==> config.mk <==
export PLATFORM = sky130hd
export DESIGN_NAME = scale_demux
export DESIGN_NICKNAME = d
export VERILOG_FILES = /design/src/rtl/scale_demux_pkg.sv /design/src/rtl/demux_buf.sv /design/src/rtl/scale_demux.sv
export SDC_FILE = /design/constraint.sdc
export NUM_CORES = 1
export LEC_CHECK = 0
export CORE_AREA = 2 2 39 41
export DETAILED_ROUTE_END_ITERATION = 10
export DIE_AREA = 0 0 41 43
export GPL_TIMING_DRIVEN = 0
export PLACE_DENSITY = 0.63
export SYNTH_ARGS = -nofsm -noshare
export SYNTH_HDL_FRONTEND = slang
export SYNTH_SLANG_ARGS = --single-unit
==> constraint.sdc <==
create_clock -name clk -period 1.52 [get_ports clk]
set_clock_uncertainty 0.1 [all_clocks]
set_input_delay 0.304 -clock clk [delete_from_list [all_inputs] [get_ports clk]]
set_output_delay 0.304 -clock clk [all_outputs]
set_load 0.03 [all_outputs]
==> src/rtl/scale_demux_pkg.sv <==
// Shared types for the scale_demux slice: buffer occupancy states, route select and buffer depth.
package scale_demux_pkg;

   typedef enum logic [1:0] {
      EMPTY,
      ONE,
      FULL
   } buf_state_t;

   typedef enum logic {
      SEL_B = 1'b0,
      SEL_A = 1'b1
   } demux_sel_t;

   localparam int unsigned BUF_DEPTH = 2;

endpackage

==> src/rtl/demux_buf.sv <==
// Two-entry elastic buffer. Entry 0 is always the head, so head_data comes straight from a
// register and stays stable while the consumer stalls.
module demux_buf
   import scale_demux_pkg::*;
#(
   parameter int unsigned DEMUX_WIDTH = 1
) (
   input  logic                   clk,
   input  logic                   rst,
   input  logic                   push,
   input  logic [DEMUX_WIDTH-1:0] push_data,
   input  logic                   pop,
   output logic [DEMUX_WIDTH-1:0] head_data,
   output logic                   valid,
   output logic                   full
);

   buf_state_t             state_q, state_d;
   logic [DEMUX_WIDTH-1:0] mem_q [BUF_DEPTH];
   logic [DEMUX_WIDTH-1:0] mem_d [BUF_DEPTH];
   logic                   do_push;
   logic                   do_pop;

   // Occupancy and storage registers; reset drops every buffered word.
   always_ff @(posedge clk or posedge rst) begin
      if (rst) begin
         state_q <= EMPTY;
         mem_q   <= '{default: '0};
      end else begin
         state_q <= state_d;
         mem_q   <= mem_d;
      end
   end

   // Next occupancy and storage; a push into ONE alongside a pop replaces the head in place.
   always_comb begin
      state_d = state_q;
      mem_d   = mem_q;
      do_push = push && (state_q != FULL);
      do_pop  = pop && (state_q != EMPTY);
      unique case (state_q)
         EMPTY: begin
            if (do_push) begin
               mem_d[0] = push_data;
               state_d  = ONE;
            end
         end
         ONE: begin
            if (do_push && do_pop) begin
               mem_d[0] = push_data;
            end else if (do_push) begin
               mem_d[1] = push_data;
               state_d  = FULL;
            end else if (do_pop) begin
               state_d = EMPTY;
            end
         end
         FULL: begin
            if (do_pop) begin
               mem_d[0] = mem_q[1];
               state_d  = ONE;
            end
         end
         default: state_d = EMPTY;
      endcase
   end

   assign head_data = mem_q[0];
   assign valid     = (state_q != EMPTY);
   assign full      = (state_q == FULL);

endmodule

==> src/rtl/scale_demux.sv <==
// Registered 1-to-2 stream demultiplexer: routes each accepted word to buffer A or B by in_sel_a.
// Optional feature macro SCALE_DEMUX_CNT_EN adds per-output delivered-word counters cnt_a/cnt_b.
module scale_demux
   import scale_demux_pkg::*;
#(
   parameter int unsigned DEMUX_WIDTH = 1
`ifdef SCALE_DEMUX_CNT_EN
   ,
   parameter int unsigned CNT_WIDTH = 8
`endif
) (
   input  logic                   clk,
   input  logic                   rst,
   input  logic [DEMUX_WIDTH-1:0] in_data,
   input  logic                   in_sel_a,
   input  logic                   in_valid,
   output logic                   in_ready,
   output logic [DEMUX_WIDTH-1:0] out_a_data,
   output logic                   out_a_valid,
   input  logic                   out_a_ready,
   output logic [DEMUX_WIDTH-1:0] out_b_data,
   output logic                   out_b_valid,
   input  logic                   out_b_ready
`ifdef SCALE_DEMUX_CNT_EN
   ,
   output logic [CNT_WIDTH-1:0]   cnt_a,
   output logic [CNT_WIDTH-1:0]   cnt_b
`endif
);

   demux_sel_t sel;
   logic       a_full;
   logic       b_full;
   logic       push_a;
   logic       push_b;
   logic       pop_a;
   logic       pop_b;

   // Route and ready: ready reflects only the targeted buffer, never in_valid.
   always_comb begin
      sel      = demux_sel_t'(in_sel_a);
      in_ready = (sel == SEL_A) ? ~a_full : ~b_full;
      push_a   = in_valid && in_ready && (sel == SEL_A);
      push_b   = in_valid && in_ready && (sel == SEL_B);
      pop_a    = out_a_valid && out_a_ready;
      pop_b    = out_b_valid && out_b_ready;
   end

   // An unknown select on an offered word is a producer bug.
   always_comb begin
      if (!rst && in_valid) begin
         assert (!$isunknown(in_sel_a));
      end
   end

   demux_buf #(
      .DEMUX_WIDTH (DEMUX_WIDTH)
   ) u_buf_a (
      .clk       (clk),
      .rst       (rst),
      .push      (push_a),
      .push_data (in_data),
      .pop       (pop_a),
      .head_data (out_a_data),
      .valid     (out_a_valid),
      .full      (a_full)
   );

   demux_buf #(
      .DEMUX_WIDTH (DEMUX_WIDTH)
   ) u_buf_b (
      .clk       (clk),
      .rst       (rst),
      .push      (push_b),
      .push_data (in_data),
      .pop       (pop_b),
      .head_data (out_b_data),
      .valid     (out_b_valid),
      .full      (b_full)
   );

`ifdef SCALE_DEMUX_CNT_EN
   logic [CNT_WIDTH-1:0] cnt_a_q;
   logic [CNT_WIDTH-1:0] cnt_b_q;

   // Delivered-word counters; wrap naturally at 2^CNT_WIDTH.
   always_ff @(posedge clk or posedge rst) begin
      if (rst) begin
         cnt_a_q <= '0;
         cnt_b_q <= '0;
      end else begin
         if (pop_a) cnt_a_q <= cnt_a_q + 1'b1;
         if (pop_b) cnt_b_q <= cnt_b_q + 1'b1;
      end
   end

   assign cnt_a = cnt_a_q;
   assign cnt_b = cnt_b_q;
`endif

endmodule

-- Yosys cells after proc, flatten, opt, wreduce, memory -nomap -nowiden
Index checks and enable logic that the tools add are counted.
Widths: inputs -> output; s select.
- word-level logic and storage cells: 71
- bits of input ports: 7
- register bits: 8
- bitwise operators: 5
- eq/ne operators: 16
- reduce and logical (&&, ||, !) cells: 23
- mux-type cells: 21
- operator list (kind ; count):
    $mux 2 ; 10
    $reduce_and 4->1 ; 4
    $ne 2x1->1 const B ; 6
    $pmux 2 s3 ; 2
    $logic_and 1x1->1 ; 11
    $ne 2x2->1 const B ; 4
    $mux 1 ; 7
    $ne 3x1->1 const B ; 2
    $pmux 1 s3 ; 2
    $reduce_and 3->1 ; 2
    $reduce_bool 3->1 ; 2
    $not 1->1 ; 5
    $eq 2x1->1 const B ; 2
    $eq 2x2->1 const B ; 2
    $logic_not 2->1 ; 2
    $reduce_bool 2->1 ; 2

-- Logic depth before layout (Yosys ltp)
- depth in word-level cells: 9
- depth in mapped cells: 3
- mapped depth without buffers: 3

-- Modules after synthesis
A second synthesis with hierarchy kept.
- cell total of the unflattened synthesis: 45
- area, all modules: 491.7 µm²
- by module, submodules not included (module ; cells an instance ; sequential area each (µm²) ; area each (µm²) ; times used):
    demux_buf ; 20 ; 100.1 ; 226.5 ; 2
    scale_demux ; 5 ; 0.0 ; 38.8 ; 1

-- Worst setup path before layout
Ideal clock, no wire load.
- path type: register to output
- from: register u_buf_b.state_q[1]
- to: output in_ready
- setup slack: 0.022 ns
- cell stages (with the launch flop): 3
- arrival: 1.094 ns
- path buffers: 0
- required time: 1.116 ns
- path through: dfrtp_1 -> and2b_1 -> mux2i_1
- cells in the longest elaborated chain, start to end: 3
- ends and longest elaborated chain (what ; RTL line ; source):
    from (decl) ; demux_buf.sv:18 ; buf_state_t state_q, state_d;
    from (signal assigned) ; demux_buf.sv:30 ; state_q <= state_d;
    $eq 2x2->1 ; demux_buf.sv:70 ; assign full = (state_q == FULL);
    $not 1->1 ; scale_demux.sv:42 ; in_ready = (sel == SEL_A) ? ~a_full : ~b_full;
    $mux 1 ; scale_demux.sv:42 ;
    to (decl) ; scale_demux.sv:17 ; output logic in_ready,
No other way between the ends.

-- Worst setup path in the final report
Same ends and word-level chain as after synthesis.

==> impl_metrics.py <==
metrics = {
    "run_status": {
        "violations": "negative setup slack",
        "outcome": "finished, violations left",
    },
    "synthesis": {
        "synth.yosys.seq_area_share_pct": 43.2,
        "synth_cell_types": 22,
        "synth_nets": 53,
        "avgSynthCellArea_um2": 10.1,
        "yosysWarnings": 0,
        "synthCells": 46,
        "synth_seq_cells": 8,
        "syn_area_um2": 463,
    },
    "placed_design": {
        "routabilityCongestion": 0.693,
        "hpwl_um": 647,
        "numPortBuffers": 11,
        "dp_cells": 73,
    },
    "global_route": {
        "antenna_found_initial": 0,
        "grt_use_total_pct": 12.0,
        "grt.overflow.total": 0,
        "grt_pass1_vias": 346,
        "grt_pass1_wl_um": 1420,
        "grt_start_max_net_pins": 9,
    },
    "critical_path": {
        "path_depth": 3,
        "end_kind": "output pin",
        "cp-start-kind": "flop",
        "cpMaxStageDelayCell": "dfrtp_1",
        "r2r_cells": 4,
        "worstPathCellList": "and2b_1 -> mux2i_1 -> buf_4",
        "worst_ep_required_time_ns": 1.12,
        "crit_arrival_ns": 1.15,
        "crit_family": "flip-flops",
        "path_buf_inv": 1,
        "cpPeakStageDelay_ns": 0.40,
        "critPathKind": "reg2out",
        "crit_fanout": 4,
    },
    "cts": {
        "cts_tree": "yes",
        "cts-root-buf": "clkbuf_4",
        "clk_pin_slew_ns": 0.05,
        "htree_levels": 1,
        "hold_buffers": 0,
        "clockBufferDepth": 2,
        "cts_inserted_buffers": 3,
        "clock-sinks": 8,
        "clkLatencyLatePin_ns": 0.24,
    },
    "detailed_routing": {
        "route.vias.total": 372,
        "drt_first_iter_violations": 3,
        "vias_per_cell": 4.65,
        "wire_per_inst_um": 11.1,
        "drt_first_pass_iters": 4,
        "postRouteAntennaNets": 0,
        "routed_wl_um": 885,
        "drc": 0,
    },
    "hold_path": {
        "hp-class": "in2async",
    },
    "sta": {
        "period_share_pct": 102,
        "worst_slew_pin_slew_ns": 0.297,
        "fin_crit_ns": 1.55,
        "slew_headroom_pct": 80.3,
        "setup_slack_ns": -0.0323,
        "rsz0062_at_grt": "yes",
        "fmax_ghz": 0.644,
        "setup-violations-final": 1,
        "slew_viol_final": 0,
        "whs_ns": 0.195,
        "tns_ns": -0.0323,
        "final_hold_viol_count": 0,
    },
    "die": {
        "start_util_pct": 33.5,
        "row_count": 14,
        "fp.dieArea_um2": 1760,
        "core_area_um2": 1380,
        "ios": 12,
        "die_w_um": 41,
        "die_height_um": 43,
    },
    "power": {
        "p_leak_nw": 0.299,
        "irDropWorstVdd_uv": 477,
        "power_density_nw_per_um2": 1090,
    },
    "layout": {
        "n_fill_cell": 133,
        "layout.nets": 73,
        "final_cell_mix": "dfrtp_1 (7), o21ai_0 (5), nor2_1 (5), clkdlybuf4s50_1 (5), buf_4 (5)",
        "antenna_cells": 0,
        "final_cells": 80,
        "multi_input_area_um2": 277,
        "final_common_cell": "dfrtp_1",
        "drive_above_1_share_pct": 29.7,
        "seqCellArea_um2": 201,
        "syn_to_final_growth_pct": 42.7,
    },
    "run": {
        "drv_cap": 0,
    },
}
==> final timing paths <==
| path | start | to | slack, ns |
|---|---|---|---|
| max | u_buf_b.state_q[1] | in_ready | -0.03 |
| min | rst | u_buf_b.state_q[0] | 0.20 |
| max reg2reg | u_buf_b.state_q[1] | u_buf_b.mem_q[0] | 0.13 |
| min reg2reg | u_buf_a.mem_q[0] | u_buf_a.mem_q[0] | 0.40 |
| max in group asynchronous | rst | u_buf_a.state_q[0] | 0.89 |
| min in group clk | u_buf_a.mem_q[0] | u_buf_a.mem_q[0] | 0.40 |
==> cells by family (layout without fill, tap and decap cells) <==
kind of cell / Yosys count / in the layout / share of synthesized area, %
DFF: 8 / 8 / 43.2
buffers and inverters: 1 / 19 / 0.810
and+or+nand+nor: 22 / 22 / 31.9
muxes: 3 / 3 / 7.84
AOI/OAI and AO/OA: 10 / 10 / 12.4
xor gates and xnor gates: 2 / 2 / 3.78
==> sequential cells by signal, summed over array words and instances (netlist names) <==
| register | cells |
|---|---|
| u_buf_a.state_q | 2 |
| u_buf_b.state_q | 2 |
| u_buf_a.head_data | 1 |
| u_buf_a.mem_q | 1 |
| u_buf_b.head_data | 1 |
| u_buf_b.mem_q | 1 |
==> what timing repair did <==
action                     4_1_cts  5_1_grt
setup buffers                    2        2
gates resized for setup         22        7
setup endpoints to repair        5        6
pin swaps                        0        1
==> metrics by stage <==
step	setup WS, ns	util, %	area, um2	total power, mW
CTS	-0.0460	45.0	623	0.696
finish	-0.0323	47.7	661	0.718
detailed placement	-0.713	42.9	593	0.545
global placement	-0.702	42.9	593	0.545
global route	-0.107	47.7	661	0.764
floorplan	0.0224	-	463	0.450
==> power by group <==
part	switching, mW	internal, mW	total [mW]
Clock	0.0600	0.0895	0.149
Combinational	0.128	0.141	0.269
Sequential	0.0371	0.262	0.300
==> layer usage <==
metal	global-route usage [%]	share of wire (%)
met5	0	0
met4	8.00	0
met3	1.57	3.6
met2	15.0	47
met1	18.5	49
==> synth_stat cells <==
library cell / number / share of area [%]
xnor2_1: 2 / 3.8
inv_1: 1 / 0.81
a31oi_1: 1 / 1.4
o21ai_0: 5 / 5.4
a221oi_1: 1 / 1.9
nor3b_4: 1 / 4.1
mux2_2: 1 / 2.4
a211oi_1: 1 / 1.6
nand2_1: 2 / 1.6
or2_2: 2 / 2.7
nand3b_1: 2 / 3.2
nor2b_1: 2 / 2.7
a21oi_1: 2 / 2.2
nand2b_1: 2 / 2.7
dfrtp_1: 8 / 43
nand2_2: 1 / 1.4
nor2_1: 5 / 4.1
mux2_4: 1 / 3.2
and3b_1: 2 / 3.8
mux2i_1: 1 / 2.2
and2b_1: 2 / 3.2
nand4bb_1: 1 / 2.4
==> layout make-up <==
cell class                      instances  share of cell area [%]
Clock buffer                            3                    3.41
Inverter                                1                   0.568
Multi-Input combinational cell         37                    41.9
Sequential cell                         8                    30.5
Tap cell                               16                    3.03
Timing Repair Buffer                   15                    20.6
(Power assumes the default switching activity.)
==> RTL edit 1, RTL diff (config.mk and constraints unchanged) <==
Change the package constant `BUF_DEPTH` from 2 to 4.
--- a/src/rtl/scale_demux_pkg.sv
+++ b/src/rtl/scale_demux_pkg.sv
@@ -14,3 +14,3 @@
 
-   localparam int unsigned BUF_DEPTH = 2;
+   localparam int unsigned BUF_DEPTH = 4;
 
Check against the original RTL: same outputs for any inputs over 10 cycles, from zero or initial values and one cycle with rst high; that may be too few to reach the edited logic, so the function may still have changed.
==> RTL edit 1 against the unedited design <==
The flow still finishes with violations (setup timing). Die area stayed put. Routed wire length fell by 1.6%. Synthesized cell count decreased by 4.3%. Power up 3.2%. Design area decreased by 1.5%. Setup slack improved by 0.030 ns. Worst hold slack worse by 0.0054 ns. Synthesized area fell by 0.27%. Sequential cell count did not move. Clock power is 13% higher. Critical path depth decreased by 1. Global-route usage is 0.62 points higher. Highest routed layer is now met4.
==> RTL edit 1: results <==
INSERT INTO impl_metrics (metric_group, metric, value, unit) VALUES
('global_route', 'first_global_vias', '327', ''),
('global_route', 'global_route.usage.met1', '18.8', '%'),
('synth', 'muxShareOfSynthArea', '10.8', '%'),
('global_route', 'grt_first_pass_wirelength', '1460', 'um'),
('power_and_ir_drop', 'vdd_drop_max', '520', 'uV'),
('place', 'hpwlAfterDp', '612', 'um'),
('synth', 'syn-num-nets', '51', ''),
('cells_and_area', 'finish.net_count', '71', ''),
('cells_and_area', 'fillCellCount', '140', ''),
('synth', 'synth_area_leaders', 'sky130_fd_sc_hd__dfrtp_1, sky130_fd_sc_hd__mux2_4, sky130_fd_sc_hd__a21oi_1', ''),
('drt', 'route.vias.total', '383', ''),
('setup_path', 'timing.critical_path.arrival', '1.12', 'ns'),
('global_route', 'grt_util_met2', '14.7', '%'),
('timing', 'final.setup.worst_slack', '-0.00259', 'ns'),
('setup_path', 'cp_max_fo', '5', ''),
('drt', 'drt_pass1_iterations', '2', ''),
('cells_and_area', 'multi_input_comb_area', '268', 'um2'),
('timing', 'worst_slew_margin_rel', '78.9', '%'),
('outcome', 'failing_checks', 'setup timing', ''),
('outcome', 'run_status', 'finished, violations left', ''),
('drt', 'initialDrtViolationCount', '6', ''),
('place', 'gp_routability_congestion', '0.738', ''),
('timing', 'setup-violations-final', '1', ''),
('global_route', 'grt_util_all_layers', '12.6', '%'),
('synth', 'post_synthesis_compound_gate_area_fraction', '13.0', '%');
RTL edit 1: cell count changes after synthesis, sizes merged:
cell	unedited run	this run
nand3b	2	1
xnor2	2	1
a221oi	1	2
a21oi	2	5
o22ai	0	1
nor2b	2	3
a31oi	1	0
nand4bb	1	0
mux2i	1	2
a211oi	1	0
o21ai	5	1
RTL edit 1: through the flow:
stage	power (uW)	instances	worst slack, ns	setup TNS (ns)
after global placement	555	71	-0.650	-1.82
after global routing	782	78	-0.0431	-0.0997
after detailed placement	556	71	-0.657	-1.87
after floorplan	464	44	0.0525	0
after CTS	731	77	-0.00142	-0.00165
final	741	78	-0.00259	-0.00259
RTL edit 1: cell families (layout without fill, tap and decap cells):
family	after synthesis	after routing
simple gates	21	21
mux	4	4
flops	8	8
xor+xnor	1	1
compound gates	9	9
buf+inv	1	19
RTL edit 1: final timing paths:
path / to / slack (ns) / from / depth (start not counted)
max in group asynchronous: u_buf_b.state_q[0]$_DFFE_PP0P_ / 0.89 / rst / 2
worst max-delay path: out_a_valid / -0.003 / u_buf_a.state_q[1]$_DFFE_PP0P_ / 2
worst min register to register: u_buf_a.mem_q[2]$_DFFE_PP0P_ / 0.41 / u_buf_a.mem_q[2]$_DFFE_PP0P_ / 1
worst min-delay path: u_buf_a.mem_q[2]$_DFFE_PP0P_ / 0.19 / rst / 2
min in group clk: u_buf_a.mem_q[2]$_DFFE_PP0P_ / 0.41 / u_buf_a.mem_q[2]$_DFFE_PP0P_ / 1
worst max register to register: u_buf_b.mem_q[2]$_DFFE_PP0P_ / 0.09 / u_buf_b.state_q[1]$_DFFE_PP0P_ / 4
RTL edit 1: area by class of cell:
class,count,area share (%)
Timing Repair Buffer,15,21.0
Sequential cell,8,30.8
Multi-Input combinational cell,35,41.2
Inverter,1,0.577
Tap cell,16,3.08
Clock buffer,3,3.46
RTL edit 1: per-layer routing:
metal,share of wire [%],vias to the layer above
met5,0,-
met4,2.4,0
met3,5.3,4
met2,40,8
met1,52,179
li1,-,192
RTL edit 1: timing repair:
item | in CTS | in global routing
endpoints found under the hold margin | 0 | 0
resized for setup | 24 | 3
buffers inserted | 3 | 1
setup endpoints to repair | 6 | 4
RTL edit 1: power breakdown:
part	total [uW]	switching (uW)	internal [uW]
clock network	168	77.7	90.8
registers	289	27.8	261
logic	284	132	152
RTL edit 1: worst max-delay path: stages (launching register included):
cell and delay (ns):
sky130_fd_sc_hd__dfrtp_1 0.41, sky130_fd_sc_hd__or2_2 0.31, sky130_fd_sc_hd__buf_6 0.14
==> RTL edit 2, RTL diff (config.mk and constraints unchanged) <==
Made on the original files. Re-encode `buf_state_t` (3 states) as one-hot, 3 bits wide.
--- a/src/rtl/scale_demux_pkg.sv
+++ b/src/rtl/scale_demux_pkg.sv
@@ -3,6 +3,6 @@
 
-   typedef enum logic [1:0] {
-      EMPTY,
-      ONE,
-      FULL
+   typedef enum logic [2:0] {
+      EMPTY = 3'b001,
+      ONE   = 3'b010,
+      FULL  = 3'b100
    } buf_state_t;
Check against the original RTL: same outputs for any inputs over 10 cycles, from zero or initial values and one cycle with rst high; not proved beyond that.
==> RTL edit 2 against the unedited design <==
The flow still finishes with violations (setup timing). Sequential cell count rose by 2. Count of clock-buffer cells in the layout rose by 1. Setup slack lost 0.20 ns. Non-clock buffer count up 3. Clock power grew 70%. Routed wire length grew 45%. Design area rose by 28%. Power increased by 12%. Synthesized area grew 23%. Largest power group unchanged.
==> RTL edit 2: results <==
INSERT INTO impl_metrics (metric_group, metric, value, unit) VALUES
('outcome', 'run_status', 'finished, violations left', ''),
('outcome', 'failing_checks', 'setup timing', ''),
('power_and_ir_drop', 'leak_pwr', '0.000366', 'uW'),
('clocking', 'clkSlewWorstSetupHoldPaths', '0.07', 'ns'),
('timing', 'final.setup.worst_slack', '-0.231', 'ns'),
('synth', 'synth.distinct_cells', '26', ''),
('setup_path', 'cp_max_fo', '3', ''),
('place', 'pre_cts_ws', '-0.616', 'ns'),
('timing', 'totalNegativeSetupSlack', '-0.453', 'ns'),
('synth', 'synth_xor_xnor_area_share', '1.54', '%'),
('drt', 'wl_cell', '13.2', 'um'),
('place', 'hpwlAfterDp', '831', 'um'),
('place', 'gp_routability_congestion', '0.719', ''),
('timing', 'setup-violations-final', '4', ''),
('global_route', 'first_global_vias', '503', ''),
('setup_path', 'timing.critical_path.arrival', '1.35', 'ns'),
('synth', 'post_synthesis_compound_gate_area_fraction', '14.3', '%'),
('cells_and_area', 'post_route_cells_drive_above_1_share', '46.9', '%'),
('synth', 'syn_inst', '60', ''),
('cells_and_area', 'biggestRegsByFlops', 'u_buf_a.state_q (3), u_buf_b.state_q (3)', ''),
('synth', 'muxShareOfSynthArea', '12.5', '%'),
('drt', 'initialDrtViolationCount', '6', ''),
('timing', 'worst_slew_margin_rel', '74.0', '%'),
('place', 'place_inst', '87', ''),
('synth', 'syn-num-nets', '67', '');
[RTL edit 2: changes by cell type in the layout (fill, tap and decap cells not counted), sizes merged, moves of 3 or more]
| cell | unedited run | this run |
|---|---|---|
| nand2b | 2 | 5 |
| nor3 | 0 | 3 |
| o21ai | 5 | 2 |
| inv | 1 | 4 |
| mux2 | 2 | 6 |
| buf | 7 | 10 |
[RTL edit 2: worst paths after layout]
kind | start | end | slack [ns] | cells after the start
setup / recovery | u_buf_a.state_q[0]$_DFFE_PP1P_ | out_a_valid | -0.23 | 2
hold / removal | rst | u_buf_a.head_data$_DFFE_PP0P_ | 0.20 | 2
setup reg to reg | u_buf_a.state_q[0]$_DFFE_PP1P_ | u_buf_a.head_data$_DFFE_PP0P_ | -0.10 | 4
hold reg to reg | u_buf_b.head_data$_DFFE_PP0P_ | u_buf_b.head_data$_DFFE_PP0P_ | 0.41 | 1
max in group asynchronous | rst | u_buf_b.state_q[0]$_DFFE_PP1P_ | 0.81 | 2
min in group clk | u_buf_b.head_data$_DFFE_PP0P_ | u_buf_b.head_data$_DFFE_PP0P_ | 0.41 | 1
[RTL edit 2: through the flow]
stage / power (uW) / hold slack, ns / instance area (um2)
after floorplan: 446 / 0.0427 / 576
after global placement: 524 / 0.383 / 706
after detailed placement: 527 / 0.393 / 706
after CTS: 787 / 0.219 / 802
after global routing: 839 / 0.251 / 847
final: 801 / 0.199 / 847
[RTL edit 2: critical path, stage by stage (launching register included)]
cell and delay (ns):
sky130_fd_sc_hd__dfstp_2 0.53, sky130_fd_sc_hd__or3b_4 0.39, sky130_fd_sc_hd__buf_6 0.15
[RTL edit 2: final cells by class]
class | instances | area, um2 | area share [%]
clock buffers | 4 | 36.3 | 4.28
inverters | 4 | 15.0 | 1.77
multi-input cells | 45 | 363 | 42.8
flip-flops and latches | 10 | 255 | 30.1
well taps | 16 | 20.0 | 2.36
repair buffers | 18 | 158 | 18.6
[RTL edit 2: metal layers]
layer,GRT usage [%],vias up,wire [um]
met3,4.71,4,55
met1,24.7,245,579
met4,10.0,0,26
met5,0,-,0
li1,-,258,-
met2,26.9,14,617
[RTL edit 2: where the power goes]
| part | internal [uW] | switching, uW |
|---|---|---|
| Combinational | 112 | 115 |
| Clock | 146 | 107 |
| Sequential | 300 | 21.2 |
[RTL edit 2: kinds of logic after synthesis]
kind of cell,count (synthesis)
AO/OA/AOI/OAI,13
AND/OR/NAND/NOR,25
flip-flops,10
multiplexers,6
buffers and inverters,5
XOR/XNOR,1
[RTL edit 2: repair_timing]
| action | 4_1_cts | 5_1_grt |
|---|---|---|
| pin swaps | 2 | 0 |
| setup endpoints to repair | 8 | 6 |
| resized for setup | 29 | 12 |
| buffers inserted | 6 | 1 |
